**src/rtl/datapath_ctrl_pkg.sv**
```systemverilog
// Shared types and codes for the scheduled datapath controller: FSM states,
// operand-select codes and ALU/MUL op codes.
package datapath_ctrl_pkg;

  typedef enum logic [2:0] {
    IDLE = 3'd0,
    M2   = 3'd1,
    A4   = 3'd2,
    M6   = 3'd3,
    A8   = 3'd4,
    M10  = 3'd5,
    A12  = 3'd6,
    RES  = 3'd7
  } state_e;

  localparam int SEL_WIDTH = 4;

  localparam logic [SEL_WIDTH-1:0] SEL_I1    = 4'd0;
  localparam logic [SEL_WIDTH-1:0] SEL_I2    = 4'd1;
  localparam logic [SEL_WIDTH-1:0] SEL_I3    = 4'd2;
  localparam logic [SEL_WIDTH-1:0] SEL_I4    = 4'd3;
  localparam logic [SEL_WIDTH-1:0] SEL_I5    = 4'd4;
  localparam logic [SEL_WIDTH-1:0] SEL_I6    = 4'd5;
  localparam logic [SEL_WIDTH-1:0] SEL_I7    = 4'd6;
  localparam logic [SEL_WIDTH-1:0] SEL_MUL2  = 4'd7;
  localparam logic [SEL_WIDTH-1:0] SEL_ALU4  = 4'd8;
  localparam logic [SEL_WIDTH-1:0] SEL_MUL6  = 4'd9;
  localparam logic [SEL_WIDTH-1:0] SEL_ALU8  = 4'd10;
  localparam logic [SEL_WIDTH-1:0] SEL_MUL10 = 4'd11;
  localparam logic [SEL_WIDTH-1:0] SEL_ALU12 = 4'd12;
  localparam logic [SEL_WIDTH-1:0] SEL_IDLE  = 4'd15;

  localparam logic ALU_ADD  = 1'b0;
  localparam logic ALU_SUB  = 1'b1;
  localparam logic MUL_MULT = 1'b0;
  localparam logic MUL_DIV  = 1'b1;

  // Multiply steps are the only ones that stretch over MUL_LAT cycles.
  function automatic logic is_mul_state(input state_e s);
    return (s == M2) || (s == M6) || (s == M10);
  endfunction

endpackage

```
**src/rtl/datapath_controller_wait_counter.sv**
```systemverilog
// Wait counter for the multi-cycle multiply steps: counts up from 0 while
// clr_i is low and flags the last cycle of a MUL_LAT-long step.
module ctrl_wait_counter #(
  parameter int MUL_LAT = 1
) (
  input  logic clk,
  input  logic rst,
  input  logic clr_i,
  output logic term_o
);

  localparam int CNT_W = $clog2(MUL_LAT + 1);

  logic [CNT_W-1:0] cnt_q;
  logic [CNT_W-1:0] cnt_d;

  always_comb begin
    cnt_d = cnt_q + CNT_W'(1);
  end

  always_ff @(posedge clk) begin
    if (rst || clr_i) begin
      cnt_q <= '0;
    end else begin
      cnt_q <= cnt_d;
    end
  end

  assign term_o = (cnt_q == CNT_W'(MUL_LAT - 1));

endmodule

```
**src/rtl/datapath_controller.sv**
```systemverilog
// Moore controller stepping the six-operation schedule
// result = ((((i1*i2)+i3)*i4)-i5)*i6+i7 on a single-ALU/single-MUL datapath.
module datapath_controller
  import datapath_ctrl_pkg::*;
#(
  parameter int SEL_W   = 4,
  parameter int MUL_LAT = 1
) (
  input  logic             clk,
  input  logic             rst,
  input  logic             start,
  output logic             ready,
  output logic             busy,
  output logic [SEL_W-1:0] alu1_sel1,
  output logic [SEL_W-1:0] alu1_sel2,
  output logic             alu1_op,
  output logic [SEL_W-1:0] mul1_sel1,
  output logic [SEL_W-1:0] mul1_sel2,
  output logic             mul1_op,
  output logic             reg_mul2_en,
  output logic             reg_alu4_en,
  output logic             reg_mul6_en,
  output logic             reg_alu8_en,
  output logic             reg_mul10_en,
  output logic             reg_alu12_en,
  output logic             result_en,
  output logic             done_next,
  output state_e           dbg_state_o
);

  // Handshake: a computation is accepted on any rising edge where ready and
  // start are both high; start at any other time is dropped, never queued.

  state_e state_q;
  state_e state_d;
  logic   mul_term;
  logic   cnt_clr;

  function automatic logic [SEL_W-1:0] sel(input logic [SEL_WIDTH-1:0] code);
    return SEL_W'(code);
  endfunction

  // Counter idles at 0 outside multiply steps, so every M step starts at 0.
  assign cnt_clr = !is_mul_state(state_q) || mul_term;

  ctrl_wait_counter #(
    .MUL_LAT (MUL_LAT)
  ) u_wait_counter (
    .clk    (clk),
    .rst    (rst),
    .clr_i  (cnt_clr),
    .term_o (mul_term)
  );

  always_ff @(posedge clk) begin
    if (rst) begin
      state_q <= IDLE;
    end else begin
      state_q <= state_d;
    end
  end

  always_comb begin
    state_d = state_q;
    case (state_q)
      IDLE:    if (start) state_d = M2;
      M2:      if (mul_term) state_d = A4;
      A4:      state_d = M6;
      M6:      if (mul_term) state_d = A8;
      A8:      state_d = M10;
      M10:     if (mul_term) state_d = A12;
      A12:     state_d = RES;
      RES:     state_d = IDLE;
      default: state_d = IDLE;
    endcase
  end

  always_comb begin
    ready        = 1'b0;
    busy         = 1'b1;
    alu1_sel1    = sel(SEL_IDLE);
    alu1_sel2    = sel(SEL_IDLE);
    alu1_op      = ALU_ADD;
    mul1_sel1    = sel(SEL_IDLE);
    mul1_sel2    = sel(SEL_IDLE);
    mul1_op      = MUL_MULT;
    reg_mul2_en  = 1'b0;
    reg_alu4_en  = 1'b0;
    reg_mul6_en  = 1'b0;
    reg_alu8_en  = 1'b0;
    reg_mul10_en = 1'b0;
    reg_alu12_en = 1'b0;
    result_en    = 1'b0;
    done_next    = 1'b0;
    case (state_q)
      IDLE: begin
        ready = 1'b1;
        busy  = 1'b0;
      end
      M2: begin
        mul1_sel1   = sel(SEL_I1);
        mul1_sel2   = sel(SEL_I2);
        reg_mul2_en = mul_term;
      end
      A4: begin
        alu1_sel1   = sel(SEL_MUL2);
        alu1_sel2   = sel(SEL_I3);
        alu1_op     = ALU_ADD;
        reg_alu4_en = 1'b1;
      end
      M6: begin
        mul1_sel1   = sel(SEL_ALU4);
        mul1_sel2   = sel(SEL_I4);
        reg_mul6_en = mul_term;
      end
      A8: begin
        alu1_sel1   = sel(SEL_MUL6);
        alu1_sel2   = sel(SEL_I5);
        alu1_op     = ALU_SUB;
        reg_alu8_en = 1'b1;
      end
      M10: begin
        mul1_sel1    = sel(SEL_ALU8);
        mul1_sel2    = sel(SEL_I6);
        reg_mul10_en = mul_term;
      end
      A12: begin
        alu1_sel1    = sel(SEL_MUL10);
        alu1_sel2    = sel(SEL_I7);
        alu1_op      = ALU_ADD;
        reg_alu12_en = 1'b1;
      end
      RES: begin
        result_en = 1'b1;
        done_next = 1'b1;
      end
      default: ;
    endcase
  end

  assign dbg_state_o = state_q;

endmodule

```
**config.mk**
```make
export PLATFORM = sky130hd
export DESIGN_NAME = datapath_controller
export DESIGN_NICKNAME = d
export VERILOG_FILES = /design/src/rtl/datapath_ctrl_pkg.sv /design/src/rtl/datapath_controller_wait_counter.sv /design/src/rtl/datapath_controller.sv
export SDC_FILE = /design/constraint.sdc
export NUM_CORES = 1
export LEC_CHECK = 0
export BUFFER_PORTS_ARGS = -buffer_cell sky130_fd_sc_hd__buf_2
export CORE_AREA = 3 3 40 42
export CTS_BUF_LIST = sky130_fd_sc_hd__clkbuf_2 sky130_fd_sc_hd__clkbuf_4 sky130_fd_sc_hd__clkbuf_8
export CTS_CLUSTER_DIAMETER = 150
export DETAILED_ROUTE_END_ITERATION = 16
export DIE_AREA = 0 0 43 45
export GPL_TIMING_DRIVEN = 0
export SETUP_SLACK_MARGIN = 0.1
export SYNTH_ARGS = -nofsm -noshare
export SYNTH_HDL_FRONTEND = slang
export SYNTH_SLANG_ARGS = --single-unit
```
**constraint.sdc**
```tcl
create_clock -name clk -period 2.9 [get_ports clk]
set_input_delay 0.435 -clock clk [delete_from_list [all_inputs] [get_ports clk]]
set_output_delay 0.435 -clock clk [all_outputs]
set_load 0.005 [all_outputs]
```
==> metrics.cfg, run 1 <==
[final_layout]
syn_to_final_growth_pct = 58.0
seq_area_um2 = 80.1
nets = 87
antennaDiodeCount = 0
drive_gt1_share_pct = 63.4
multi_input_area_um2 = 164
mostFrequentLayoutCells = buf_2, buf_4, nand2_1
nFillCells = 132
fin_area_um2 = 542
fin_util_pct = 42.2
layout.cells.non_filler = 97
final_common_cell = buf_2

[run]
maxCapViolations = 0

[setup_path]
cp-end-kind = primary output
r2r_cells = 3
crit_fanout = 9
worstSetupPathType = flop to primary output
cp.arrival_ns = 1.42
start_kind = flop
crit_required_ns = 2.47

[run_status]
status = finished, final reports clean

[cts]
cts_resized = 0
cts-root-buf = clkbuf_4
htree_num_levels = 1
hold_buffers = 0
post_cts_buffers = 0
clk_path_buf_depth = 2
clk_transition_reported_paths_ns = 0.04
cts_tree = built
cts_sinks = 4
cts_inserted_buffers = 3
insertion_delay_ns = 0.23

[synthesis]
yosysTopAreaCell = buf_4
synth-async-reset-ratio_pct = 0
dominantRegCellSynth = dfxtp_1
synth_edf_count = 0
synth_cell_types = 18
synth_area_leaders = buf_4, dfxtp_1, or3_4, nand2_1, nor2_1
avgSynthCellArea_um2 = 7.29
yosysWarnings = 0
yosysTopAreaCellShare_pct = 24.1
ys_ff_latch = 4
yosysSeqAreaShare_pct = 23.4
synth_cells = 47
syn_area_um2 = 343

[placement]
post-place-cells = 94
place_congestion = 0.710
post-dp-hpwl_um = 701
place_area_um2 = 519
dp_slack_ns = 1.28
portBuffers = 30

[routing]
num_vias = 401
wire_per_inst_um = 8.33
dr.first_iter.drc_count = 2
wl_um = 808
postRouteAntennaNets = 0
vias_per_cell = 4.13
drt-pass1-iter-count = 2
drc = 0

[floorplan]
rows = 13
die-width_um = 43
coreArea_mm2 = 0.00128
io_pins = 34
dieArea_mm2 = 0.00194
start_util_pct = 26.7
die_height_um = 45

[power_and_ir_drop]
swShare_pct = 28.2
power_mw = 0.201
p_comb_share_pct = 33.9
p_leak_nw = 0.307
p_seq_share_pct = 32.3
internal_power_mw = 0.144
vdd_drop_max_uv = 193
power_density_mw_per_mm2 = 371
p_clk_share_pct = 33.8
power.switching_mw = 0.0567

[grt]
grt_max_degree = 11
grt_pass1_vias = 308
antenna_found_initial = 0
grt_pass1_wl_um = 1350
grt_overflow = 0
gr-usage-all-layers_pct = 9.75

[timing]
fin_skew_ns = 0.00290
period_share_pct = 64.1
fin_crit_ns = 1.86
tns_ns = 0
setup_ws_ns = 1.04
timing.hold.ws_ns = 0.409
drv_slew = 0
timing.fmax_mhz = 538
rsz0062_at_grt = no
final-setup-viol-count = 0
hold_violations = 0

[worst_hold_path]
hold_class = input port to flop
hold_depth = 2

## routing by layer
metal | global-route usage [%] | part of all wire [%] | up-vias
li1 | - | - | 209
met1 | 12.1 | 38 | 169
met2 | 13.2 | 45 | 21
met3 | 4.38 | 14 | 2
met4 | 7.23 | 1.9 | 0
met5 | 0 | 0 | -
## path summary, 6_finish.rpt
kind | startpoint | endpoint | slack, ns
setup reg to reg | dbg_state_o[1]$_SDFFE_PP0P_ | dbg_state_o[0]$_SDFFE_PP0P_ | 1.86
hold / removal | rst | dbg_state_o[0]$_SDFFE_PP0P_ | 0.41
setup / recovery | dbg_state_o[1]$_SDFFE_PP0P_ | alu1_sel2[2] | 1.04
hold reg to reg | u_wait_counter.cnt_q$_SDFF_PP0_ | dbg_state_o[0]$_SDFFE_PP0P_ | 0.53
## flip-flops by register name, summed over array words and instances, names as in the netlist
register,flops
u_wait_counter.cnt_q,1
dbg_state_o,3
## worst max-delay path, cell delays in order (launching register included)
cell and delay (ns):
dfxtp_1 0.46, inv_2 0.09, or3_4 0.39, buf_4 0.14, buf_2 0.11
## power groups by stage
stage | Clock [mW] | Combinational (mW) | Sequential, mW
2_1_floorplan | 0 | 0.0406 | 0.0648
3_3_place_gp | 0 | 0.0683 | 0.0658
3_5_place_dp | 0 | 0.0693 | 0.0658
4_1_cts | 0.0718 | 0.0696 | 0.0649
5_1_grt | 0.0749 | 0.0770 | 0.0667
6_report | 0.0679 | 0.0680 | 0.0649
## logic make-up after synthesis
group / Yosys count / share of synthesized area, %
other: 2 / 2.19
and+or+nand+nor: 19 / 32.8
DFF: 4 / 23.4
buffers and inverters: 17 / 31.0
AOI/OAI and AO/OA: 5 / 10.6
## area by class of cell
type | count | area share (%)
tap | 15 | 3.46
timing repair buffer | 30 | 27.7
clock buffer | 3 | 4.16
multi-input combinational | 28 | 30.3
sequential | 4 | 14.8
buffer | 12 | 16.2
inverter | 5 | 3.46
## cell usage after synthesis, types with 2 or more instances
master,count
buf_4,11
conb_1,2
dfxtp_1,4
inv_1,2
inv_2,3
nand2_1,6
nor2_1,5
or2b_1,2
or3_4,3
No activity file was read; power rests on OpenSTA's default activity.
==> inputs of run 2 (changes only) <==
Clock period 2.9 ns to 1.9 ns, I/O delays scaled along.
==> run 2 against run 1 <==
Clock skew unchanged. Total power increased by 53%. Core utilization increased by 0.097 points. Sequential power increased by 53%. Critical path depth increased by 1. First-iteration DRC count unchanged. Combinational power increased by 53%. Cell count unchanged. Flip-flop and latch count unchanged. Register-to-register slack got worse by 0.97 ns. Critical path type unchanged. Highest routed layer unchanged.
==> metrics.cfg, run 2 (same netlist as run 1, synthesis figures left out) <==
[placement]
post-dp-hpwl_um = 701
portBuffers = 30
place_congestion = 0.710

[power_and_ir_drop]
vdd_drop_max_uv = 295
power_density_mw_per_mm2 = 565
p_leak_nw = 0.307

[floorplan]
dieArea_mm2 = 0.00194
rows = 13
io_pins = 34
coreArea_mm2 = 0.00128
die-width_um = 43
die_height_um = 45
start_util_pct = 26.7

[cts]
post_cts_buffers = 0
cts-root-buf = clkbuf_4
htree_num_levels = 1
clk_path_buf_depth = 2
clk_transition_reported_paths_ns = 0.04
cts_inserted_buffers = 3
cts_tree = built
insertion_delay_ns = 0.23
cts_sinks = 4

[grt]
grt_overflow = 0
grt_pass1_wl_um = 1350
grt_pass1_vias = 308
antenna_found_initial = 0
gr-usage-all-layers_pct = 9.75
grt_max_degree = 11

[final_layout]
syn_to_final_growth_pct = 58.4
final_common_cell = buf_2
drive_gt1_share_pct = 64.6
fin_util_pct = 42.3
antennaDiodeCount = 0
largest_reg_flops = 3
nets = 87
mostFrequentLayoutCells = buf_2, buf_4, nand2_1
nFillCells = 132

[worst_hold_path]
hold_depth = 2
hold_end = dbg_state_o[0]$_SDFFE_PP0P_
min_from = rst
hold_class = input port to flop

[routing]
postRouteAntennaNets = 0
vias_per_cell = 4.13
drc = 0
drt-pass1-iter-count = 2
wl_um = 808
dr.first_iter.drc_count = 2
num_vias = 401
wire_per_inst_um = 8.33

[run]
maxCapViolations = 0

[run_status]
status = finished, final reports clean

[setup_path]
reg2reg_from = dbg_state_o[0]$_SDFFE_PP0P_
cp-end-kind = primary output
r2r_cells = 3
crit_fanout = 10
cp-startpoint = dbg_state_o[0]$_SDFFE_PP0P_
cp.arrival_ns = 1.41
r2r_setup_slack_ns = 0.89
crit_required_ns = 1.62
start_kind = flop
regToRegEndpoint = dbg_state_o[1]$_SDFFE_PP0P_
worstSetupPathType = flop to primary output

[timing]
final-setup-viol-count = 0
rsz0062_at_grt = no
fin_skew_ns = 0.00290
period_share_pct = 89.0
timing.fmax_mhz = 592
fin_crit_ns = 1.69
drv_slew = 0
tns_ns = 0
hold_violations = 0

run 2: metrics by stage:
step	total power, mW	worst slack [ns]	cell area (um^2)	std cells	hold WS, ns
finish	0.307	0.210	543	97	0.259
global route	0.334	0.103	543	97	0.270
CTS	0.315	0.174	542	97	0.251
detailed placement	0.206	0.431	519	94	0.503
global placement	0.205	0.433	519	94	0.495
floorplan	0.161	0.540	350	49	0.357
run 2: layer usage:
metal  vias to the layer above  global-route usage [%]  share of wire, %
li1                        209                       -                 -
met1                       169                    12.1                38
met3                         2                    4.38                14
met2                        21                    13.2                45
met4                         0                    7.23               1.9
met5                         -                       0                 0
run 2: area by class of cell:
| class | instances | area (um^2) | share of cell area, % |
|---|---|---|---|
| Multi-Input combinational cell | 28 | 164 | 30.2 |
| Clock buffer | 3 | 22.5 | 4.15 |
| Buffer | 12 | 87.6 | 16.1 |
| Tap cell | 15 | 18.8 | 3.46 |
| Inverter | 5 | 18.8 | 3.46 |
| Timing Repair Buffer | 30 | 150 | 27.6 |
| Sequential cell | 4 | 81.3 | 15.0 |
run 2: how the worst max path moves through the flow:
stage	endpoint	slack, ns	cells after the start
2_1_floorplan	reg_alu8_en	0.54	4
3_3_place_gp	alu1_sel2[2]	0.43	4
3_5_place_dp	alu1_sel2[2]	0.43	4
4_1_cts	alu1_sel2[2]	0.17	4
5_1_grt	reg_alu8_en	0.10	5
6_report	reg_alu8_en	0.21	5
run 2: what timing repair did:
item | 4_1_cts | 5_1_grt
endpoints found under the setup margin | 0 | 1
hold buffers | 0 | 0
gates resized for setup | 0 | 1
run 2: report_power, final:
| group | total (mW) | internal [mW] | switching [mW] | leakage (nW) |
|---|---|---|---|---|
| Sequential | 0.0995 | 0.0906 | 0.00887 | 0.0335 |
| Clock | 0.104 | 0.0705 | 0.0331 | 0.0138 |
| Combinational | 0.104 | 0.0593 | 0.0446 | 0.260 |
run 2: critical path, stage by stage (launching register included):
cell and delay (ns):
dfxtp_1 0.33, buf_2 0.18, or3_4 0.40, inv_1 0.07
buf_4 0.09, buf_2 0.09
